==> src/rtl/comperator_axi_ip_v1_0_frame_tx.sv <==
// Frame transmitter: counts raw pixels into an AXI4-Stream video frame
// with a single output register stage (tuser on first pixel, tlast per line).
module comperator_axi_ip_v1_0_frame_tx #(
  parameter int DATA_WIDTH = 24,
  parameter int H_ACTIVE   = 640,
  parameter int V_ACTIVE   = 480,
  parameter int CNT_WIDTH  = 12
) (
  input  logic                  aclk,
  input  logic                  aresetn,
  input  logic                  go,
  input  logic [DATA_WIDTH-1:0] pix_data,
  input  logic                  pix_valid,
  output logic                  pix_ready,
  output logic [DATA_WIDTH-1:0] m_axis_tdata,
  output logic                  m_axis_tuser,
  output logic                  m_axis_tlast,
  output logic                  m_axis_tvalid,
  input  logic                  m_axis_tready,
  output logic                  busy,
  output logic                  frame_done
);

  typedef enum logic [1:0] {
    IDLE  = 2'd0,
    RUN   = 2'd1,
    DRAIN = 2'd2
  } state_t;

  localparam logic [CNT_WIDTH-1:0] X_LAST =
    CNT_WIDTH'(H_ACTIVE - 1);
  localparam logic [CNT_WIDTH-1:0] Y_LAST =
    CNT_WIDTH'(V_ACTIVE - 1);
  localparam logic [CNT_WIDTH-1:0] ONE =
    CNT_WIDTH'(1);

  state_t               state_q;
  state_t               state_d;
  logic [CNT_WIDTH-1:0] x_q;
  logic [CNT_WIDTH-1:0] y_q;

  logic in_xfer;
  logic out_xfer;
  logic x_last;
  logic y_last;
  logic frame_end;
  logic start;

  assign x_last    = (x_q == X_LAST);
  assign y_last    = (y_q == Y_LAST);
  assign frame_end = x_last && y_last;
  assign start     = (state_q == IDLE) && go;

  // The output register can take a new pixel when empty or draining now.
  assign pix_ready = (state_q == RUN) &&
                     (!m_axis_tvalid || m_axis_tready);
  assign in_xfer   = pix_valid && pix_ready;
  assign out_xfer  = m_axis_tvalid && m_axis_tready;
  assign busy      = (state_q != IDLE);

  always_comb begin
    state_d = state_q;
    unique case (state_q)
      IDLE: begin
        if (go) state_d = RUN;
      end
      RUN: begin
        if (in_xfer && frame_end) state_d = DRAIN;
      end
      DRAIN: begin
        if (out_xfer) state_d = IDLE;
      end
      default: state_d = IDLE;
    endcase
  end

  always_ff @(posedge aclk or negedge aresetn) begin
    if (!aresetn) begin
      state_q <= IDLE;
    end else begin
      state_q <= state_d;
    end
  end

  always_ff @(posedge aclk or negedge aresetn) begin
    if (!aresetn) begin
      x_q <= '0;
      y_q <= '0;
    end else begin
      unique case (1'b1)
        start: begin
          x_q <= '0;
          y_q <= '0;
        end
        in_xfer: begin
          if (x_last) begin
            x_q <= '0;
            y_q <= y_last ? '0 : y_q + ONE;
          end else begin
            x_q <= x_q + ONE;
          end
        end
        default: begin
          x_q <= x_q;
          y_q <= y_q;
        end
      endcase
    end
  end

  // A held beat keeps its payload; only tvalid drops once it is taken.
  always_ff @(posedge aclk or negedge aresetn) begin
    if (!aresetn) begin
      m_axis_tdata  <= '0;
      m_axis_tuser  <= 1'b0;
      m_axis_tlast  <= 1'b0;
      m_axis_tvalid <= 1'b0;
      frame_done    <= 1'b0;
    end else begin
      frame_done <= (state_q == DRAIN) && out_xfer;
      if (in_xfer) begin
        m_axis_tdata  <= pix_data;
        m_axis_tuser  <= (x_q == '0) && (y_q == '0);
        m_axis_tlast  <= x_last;
        m_axis_tvalid <= 1'b1;
      end else if (out_xfer) begin
        m_axis_tvalid <= 1'b0;
      end
    end
  end

endmodule

==> config.mk <==
export PLATFORM = sky130hd
export DESIGN_NAME = comperator_axi_ip_v1_0_frame_tx
export DESIGN_NICKNAME = d
export VERILOG_FILES = /design/src/rtl/comperator_axi_ip_v1_0_frame_tx.sv
export SDC_FILE = /design/constraint.sdc
export NUM_CORES = 1
export LEC_CHECK = 0
export CAP_MARGIN = 20
export CORE_ASPECT_RATIO = 0.6
export CORE_UTILIZATION = 30
export CTS_CLUSTER_DIAMETER = 50
export DETAILED_ROUTE_END_ITERATION = 8
export PLACE_DENSITY = 0.62
export REMOVE_ABC_BUFFERS = 1
export SYNTH_ARGS = -nofsm -noshare
export SYNTH_HDL_FRONTEND = slang
export SYNTH_SLANG_ARGS = --single-unit
==> constraint.sdc <==
create_clock -name aclk -period 4.3 [get_ports aclk]
set_input_delay 0.43 -clock aclk [delete_from_list [all_inputs] [get_ports aclk]]
set_output_delay 0.43 -clock aclk [all_outputs]
set_load 0.05 [all_outputs]
# ---- Word-level counts from Yosys, hierarchy flattened
# Index checks and enable logic that the tools add are counted.
dict set report op_classes {
  addsub 2
  mul 0
  div 0
  magnitude_cmp 0
  eq_ne 8
  shift 0
  muxes 11
  bitwise 0
  reduce_logical 18
}
# cell n
set op_table {}
lappend op_table {{case mux 12 bit (2 select lines)} 2}
lappend op_table {{two-way mux 12 bit} 3}
lappend op_table {{adder 12 x 1 -> 12 bit (second input constant)} 2}
lappend op_table {{logical NOT 12 bit} 2}
lappend op_table {{== test 12 x 10 -> 1 bit (second input constant)} 1}
lappend op_table {{== test 12 x 9 -> 1 bit (second input constant)} 1}
lappend op_table {{logical AND 1 bit} 8}
lappend op_table {{two-way mux 2 bit} 3}
lappend op_table {{case mux 2 bit (3 select lines)} 1}
lappend op_table {{nonzero test 2 bit} 3}
lappend op_table {{inequality test 2 x 1 -> 1 bit (second input constant)} 2}
lappend op_table {{inequality test 2 bit (second input constant)} 2}
lappend op_table {{AND reduction 3 bit} 1}
lappend op_table {{== test 2 x 1 -> 1 bit (second input constant)} 1}
lappend op_table {{== test 2 bit (second input constant)} 1}
lappend op_table {{logical NOT 2 bit} 1}
lappend op_table {{two-way mux 1 bit} 2}
lappend op_table {{AND reduction 2 bit} 1}
lappend op_table {{logical NOT 1 bit} 1}
lappend op_table {{logical OR 1 bit} 1}
dict set report word_totals {
  regBits 54
  latch_bits 0
  ram_bits 0
  romBits 0
  input_bits 29
  output_inout_bits 30
  memories 0
}

# ---- Longest topological paths before layout
dict set report depth {
  depth_word 7
  mapped_depth 8
}

# ---- Least setup slack after synthesis
# No wires, ideal clock.
dict set report synth_timing {
  kind {register to output}
  startpoint {register m_axis_tvalid}
  endpoint {output port pix_ready}
  t_arrival_ns 1.836
  required_ns 3.870
  path_slack_ns 2.034
  path_stages_with_launch 3
  n_path_buf 0
  cell_sequence {dfrtp_1 -> nor2b_1 -> nor3_1}
}
dict set report synth_via {
  elab_chain_cells 3
}
# element line_no
set synth_lines {}
lappend synth_lines {{start, declared} 18} ;# output logic m_axis_tvalid,
lappend synth_lines {{start signal, assigned} 117} ;# m_axis_tvalid <= 1'b0;
lappend synth_lines {{start signal, assigned} 125} ;# m_axis_tvalid <= 1'b1;
lappend synth_lines {{start signal, assigned} 127} ;# m_axis_tvalid <= 1'b0;
lappend synth_lines {{logical NOT 1 bit} 56} ;# (!m_axis_tvalid || m_axis_tready);
lappend synth_lines {{logical OR 1 bit} 56}
lappend synth_lines {{logical AND 1 bit} 55} ;# assign pix_ready = (state_q == RUN) &&
lappend synth_lines {{end, declared} 14} ;# output logic pix_ready,
# No other way between the ends.

# ---- Final worst setup path
dict set report layout_timing {
  startpoint {input port m_axis_tready}
  endpoint {output port pix_ready}
}
dict set report layout_via {
  elab_chain_cells 2
}
# element line_no
set layout_lines {}
lappend layout_lines {{start, declared} 19} ;# input logic m_axis_tready,
lappend layout_lines {{logical OR 1 bit} 56}
lappend layout_lines {{logical AND 1 bit} 55}
# No other way between the ends.

==> impl_summary.log <==
[metrics] CP arrival: roughly 2000 ps
[metrics] register bit total from synthesis: 54
[metrics] final period utilization: 56.2%
[metrics] Cell Count, Final, Fillers Out: between 400 and 500
[metrics] CTS tree: built
[metrics] final hold violation count: 0
[metrics] combined area of the multi-input logic cells: between 1000 and 1500 um2
[metrics] routed wire length per instance: roughly 14 um
[metrics] main combinational cell family by area after synthesis: simple AND/OR/NAND/NOR gates
[metrics] cell type with the largest total area after synthesis: sky130_fd_sc_hd__dfrtp_1
[metrics] max-cap violation count: 0
[metrics] Nets: 379
[metrics] mux share of post-synthesis cell area: 0%
[metrics] share of Yosys cell area claimed by the top area cell type: a little over half
[metrics] remaining routing DRC violations: 0
[metrics] final estimated routing congestion in global placement: just over 0.8
[metrics] power per cell area: 408 nW/um2
[metrics] number of buffers created by CTS: 5
[metrics] vias in the first global route: roughly 2200
[metrics] post-layout total power: about 1.4 mW
[metrics] top cells by area in the synthesized netlist: sky130_fd_sc_hd__dfrtp_1, sky130_fd_sc_hd__nand2_1, sky130_fd_sc_hd__o21ai_0
[metrics] VDD IR-drop max: slightly below 200 uV
[metrics] highest net fanout along the worst path: 3
[metrics] vias per inst: 4.94
[metrics] ordered cell list for the critical path: clkdlybuf4s50_1 > nor2b_1 > nor3_1 > clkdlybuf4s50_1
[metrics] Post-Synth Simple-Gate Area: 29.1%
[metrics] count of flip-flops with a built-in enable after synthesis: 0
[metrics] endpoint type of the worst setup path: primary output
[metrics] setup repair after global routing missed its margin: no
[metrics] stage delay of the slowest cell on the critical path: roughly 850 ps
[metrics] Final Util: approximately two fifths
[metrics] # placed instances: 447
[metrics] ant diodes: 0
[metrics] share of the synthesized area in compound gates (AO/OA/AOI/OAI): a little under an eighth
[metrics] Clock transition at path regs: about 70 ps
[metrics] count of nets left with antenna violations after detail routing: 0
[metrics] CP most frequent cell: sky130_fd_sc_hd__clkdlybuf4s50_1
[metrics] Layout area overhead: 31.6%
[metrics] Min Clock Period, post-route: approximately 2400 ps
[metrics] Static Leak: between 1 and 1.5 nW
[metrics] Core Region: 8100 um2
[metrics] final WL: 6.43 mm
[metrics] Post-Synth XOR/XNOR Area: 1.02%
[metrics] Worst Path Required: approximately 3900 ps
[metrics] Max clock buf depth: 2
[metrics] Overall Global Routing Usage: 15.5%
[metrics] Port Buffer Count: 58
[metrics] total vias in the final route: about 2200
[metrics] share of the yosys chip area belonging to registers: a little over half
[metrics] critical path's slowest cell: sky130_fd_sc_hd__clkdlybuf4s50_1
[metrics] antenna violations before repair: 0
[metrics] number of placement rows: 25
[metrics] die extent in y: between 70 and 80 um
[metrics] cell at the root of the clock tree: sky130_fd_sc_hd__clkbuf_16
[metrics] Worst-Margin Slew: ~910 ps
[metrics] maximum clock rate: 0.414 GHz
[metrics] Ports: approximately 60
[metrics] Die Outline Area: 8970 um2
[metrics] largest net degree at the start of global routing: 55
[metrics] synth unique cells: 47
[metrics] placed standard-cell area: approximately 3200 um2
[metrics] fraction of layout cells with a size suffix above 1: under 10%
[metrics] beginning of the worst register-to-register path: x_q[0]$_DFFE_PN0P_
[metrics] DR iter-0 viols: about 160
[metrics] Async SR Flop Fraction: 100%
[metrics] Initial DRT Pass Iterations: 4
[metrics] status: finished clean
[metrics] Post-Route Setup TNS: 0 ps
[metrics] first-pass GRT wire length: between 10 and 15 mm
[metrics] post-cts sizing count: 0
[metrics] number of synthesis warnings: 0
[metrics] final HPWL from detailed placement: about 4.5 mm
[metrics] horizontal extent of the die: 122 um
[metrics] Synth Area in Adders: slightly below 2%
[metrics] H-Tree Level Count: 2
[metrics] primary flip-flop cell chosen by synthesis mapping: sky130_fd_sc_hd__dfrtp_1
[metrics] number of pins with negative max-slew slack in the final report: 0
[metrics] insertion delay of the later-clocked pin in the worst-skew pair: 290 ps
[metrics] category of the critical setup timing path: in -> out
[metrics] worst max-slew margin expressed relative to the limit: between 30% and 40%
[metrics] Filler Cell Count: 826
[metrics] final std cell area, no fill: about 3400 um2
[metrics] final setup violation count: 0
[metrics] CP startpoint kind: input pin
[metrics] gate count after technology mapping: 290
[metrics] Hold/Removal Path Class: in -> async
[metrics] Setup crit start: m_axis_tready
[metrics] Post-CTS Hold Buffers: 0
[metrics] final worst clock skew: around 6.3 ps
[metrics] mean instance size in the synthesized netlist: ~9 um2
[metrics] number of clock sinks: 54
[metrics] combined flip-flop and latch cell area: between 1000 and 1500 um2
[metrics] number of buffers added for setup after CTS: 0
[metrics] initial cell density of the core: 31.8%
[metrics] post-synth design cell area: ~2600 um2
[metrics] grt total ovfl: 0
flip-flops by register name, summed over array words and instances (netlist names):
register	flops
m_axis_tdata	24
x_q	12
y_q	12
state_q	2
frame_done	1
m_axis_tlast	1
m_axis_tuser	1
m_axis_tvalid	1
through the flow:
step           worst slack [ps]  hold slack (ps)
2_1_floorplan              1420              134
3_3_place_gp               1670              457
3_5_place_dp               1590              461
4_1_cts                    1880              295
5_1_grt                    1590              325
6_report                   1880              270
Yosys cell counts (all sizes together), types with 4 or more instances:
cell / count
nand2: 97
dfrtp: 54
o21ai: 23
nand3: 12
nor2: 12
nor3: 12
inv: 9
buf: 6
clkbuf: 6
nand4: 5
a21oi: 4
a31oi: 4
ha: 4
nor4: 4
o31ai: 4
power by group:
| part | switching (mW) | internal [mW] | total [mW] |
|---|---|---|---|
| Sequential | 0.0421 | 0.562 | 0.604 |
| Clock | 0.180 | 0.213 | 0.392 |
| Combinational | 0.249 | 0.137 | 0.386 |
| Total | 0.471 | 0.911 | 1.38 |
path summary, 6_finish.rpt:
check	slack, ps	endpoint	cells past startpoint
max in group asynchronous	3580	x_q[11]$_DFFE_PN0P_	2
worst max-delay path	1880	pix_ready	4
worst min register to register	470	m_axis_tdata[16]$_DFFE_PN0P_	2
worst max register to register	1960	y_q[4]$_DFFE_PN0P_	6
min in group aclk	470	m_axis_tdata[16]$_DFFE_PN0P_	2
worst min-delay path	270	m_axis_tdata[21]$_DFFE_PN0P_	2
cell families (layout without fill, tap and decap cells):
kind of cell    Yosys count  in the layout
buf+inv                  21             77
flops                    54             54
fa+ha+maj                 4              4
xor+xnor                  3              3
compound gates           48             48
simple gates            160            160
worst max-delay path: cells and delay by family:
family	cells	cell delay, ps
buffers and inverters	2	1350
AND/OR/NAND/NOR	2	200
metal layers:
layer	global-route usage, %	vias up	routed length [um]
li1	-	1105	-
met1	23.4	1064	3270
met2	21.0	69	2610
met3	5.51	5	530
met4	2.61	0	25
met5	0	-	0
placed cells by master (no fill, tap or decap), drive strengths merged, types with 3 or more instances in the layout:
cell type | netlist | layout
inv | 9 | 9
and3 | 3 | 3
nand2 | 97 | 97
o21ai | 23 | 23
clkbuf | 6 | 5
o31ai | 4 | 4
nor3 | 12 | 12
clkdlybuf4s50 | 0 | 57
dfrtp | 54 | 54
nor4 | 4 | 4
nand3 | 12 | 12
nand2b | 3 | 3
nand4 | 5 | 5
ha | 4 | 4
a31oi | 4 | 4
and2 | 3 | 3
or3 | 3 | 3
a21oi | 4 | 4
nor2 | 12 | 12
buf | 6 | 4
cell type report:
class,instances,area share (%)
clock inverters,2,0.443
clock buffers,5,3.69
flip-flops and latches,54,39.9
well taps,108,3.99
inverters,9,0.997
repair buffers,61,17.7
multi-input cells,215,33.3
Note: power is estimated with default switching activity, not from simulation.
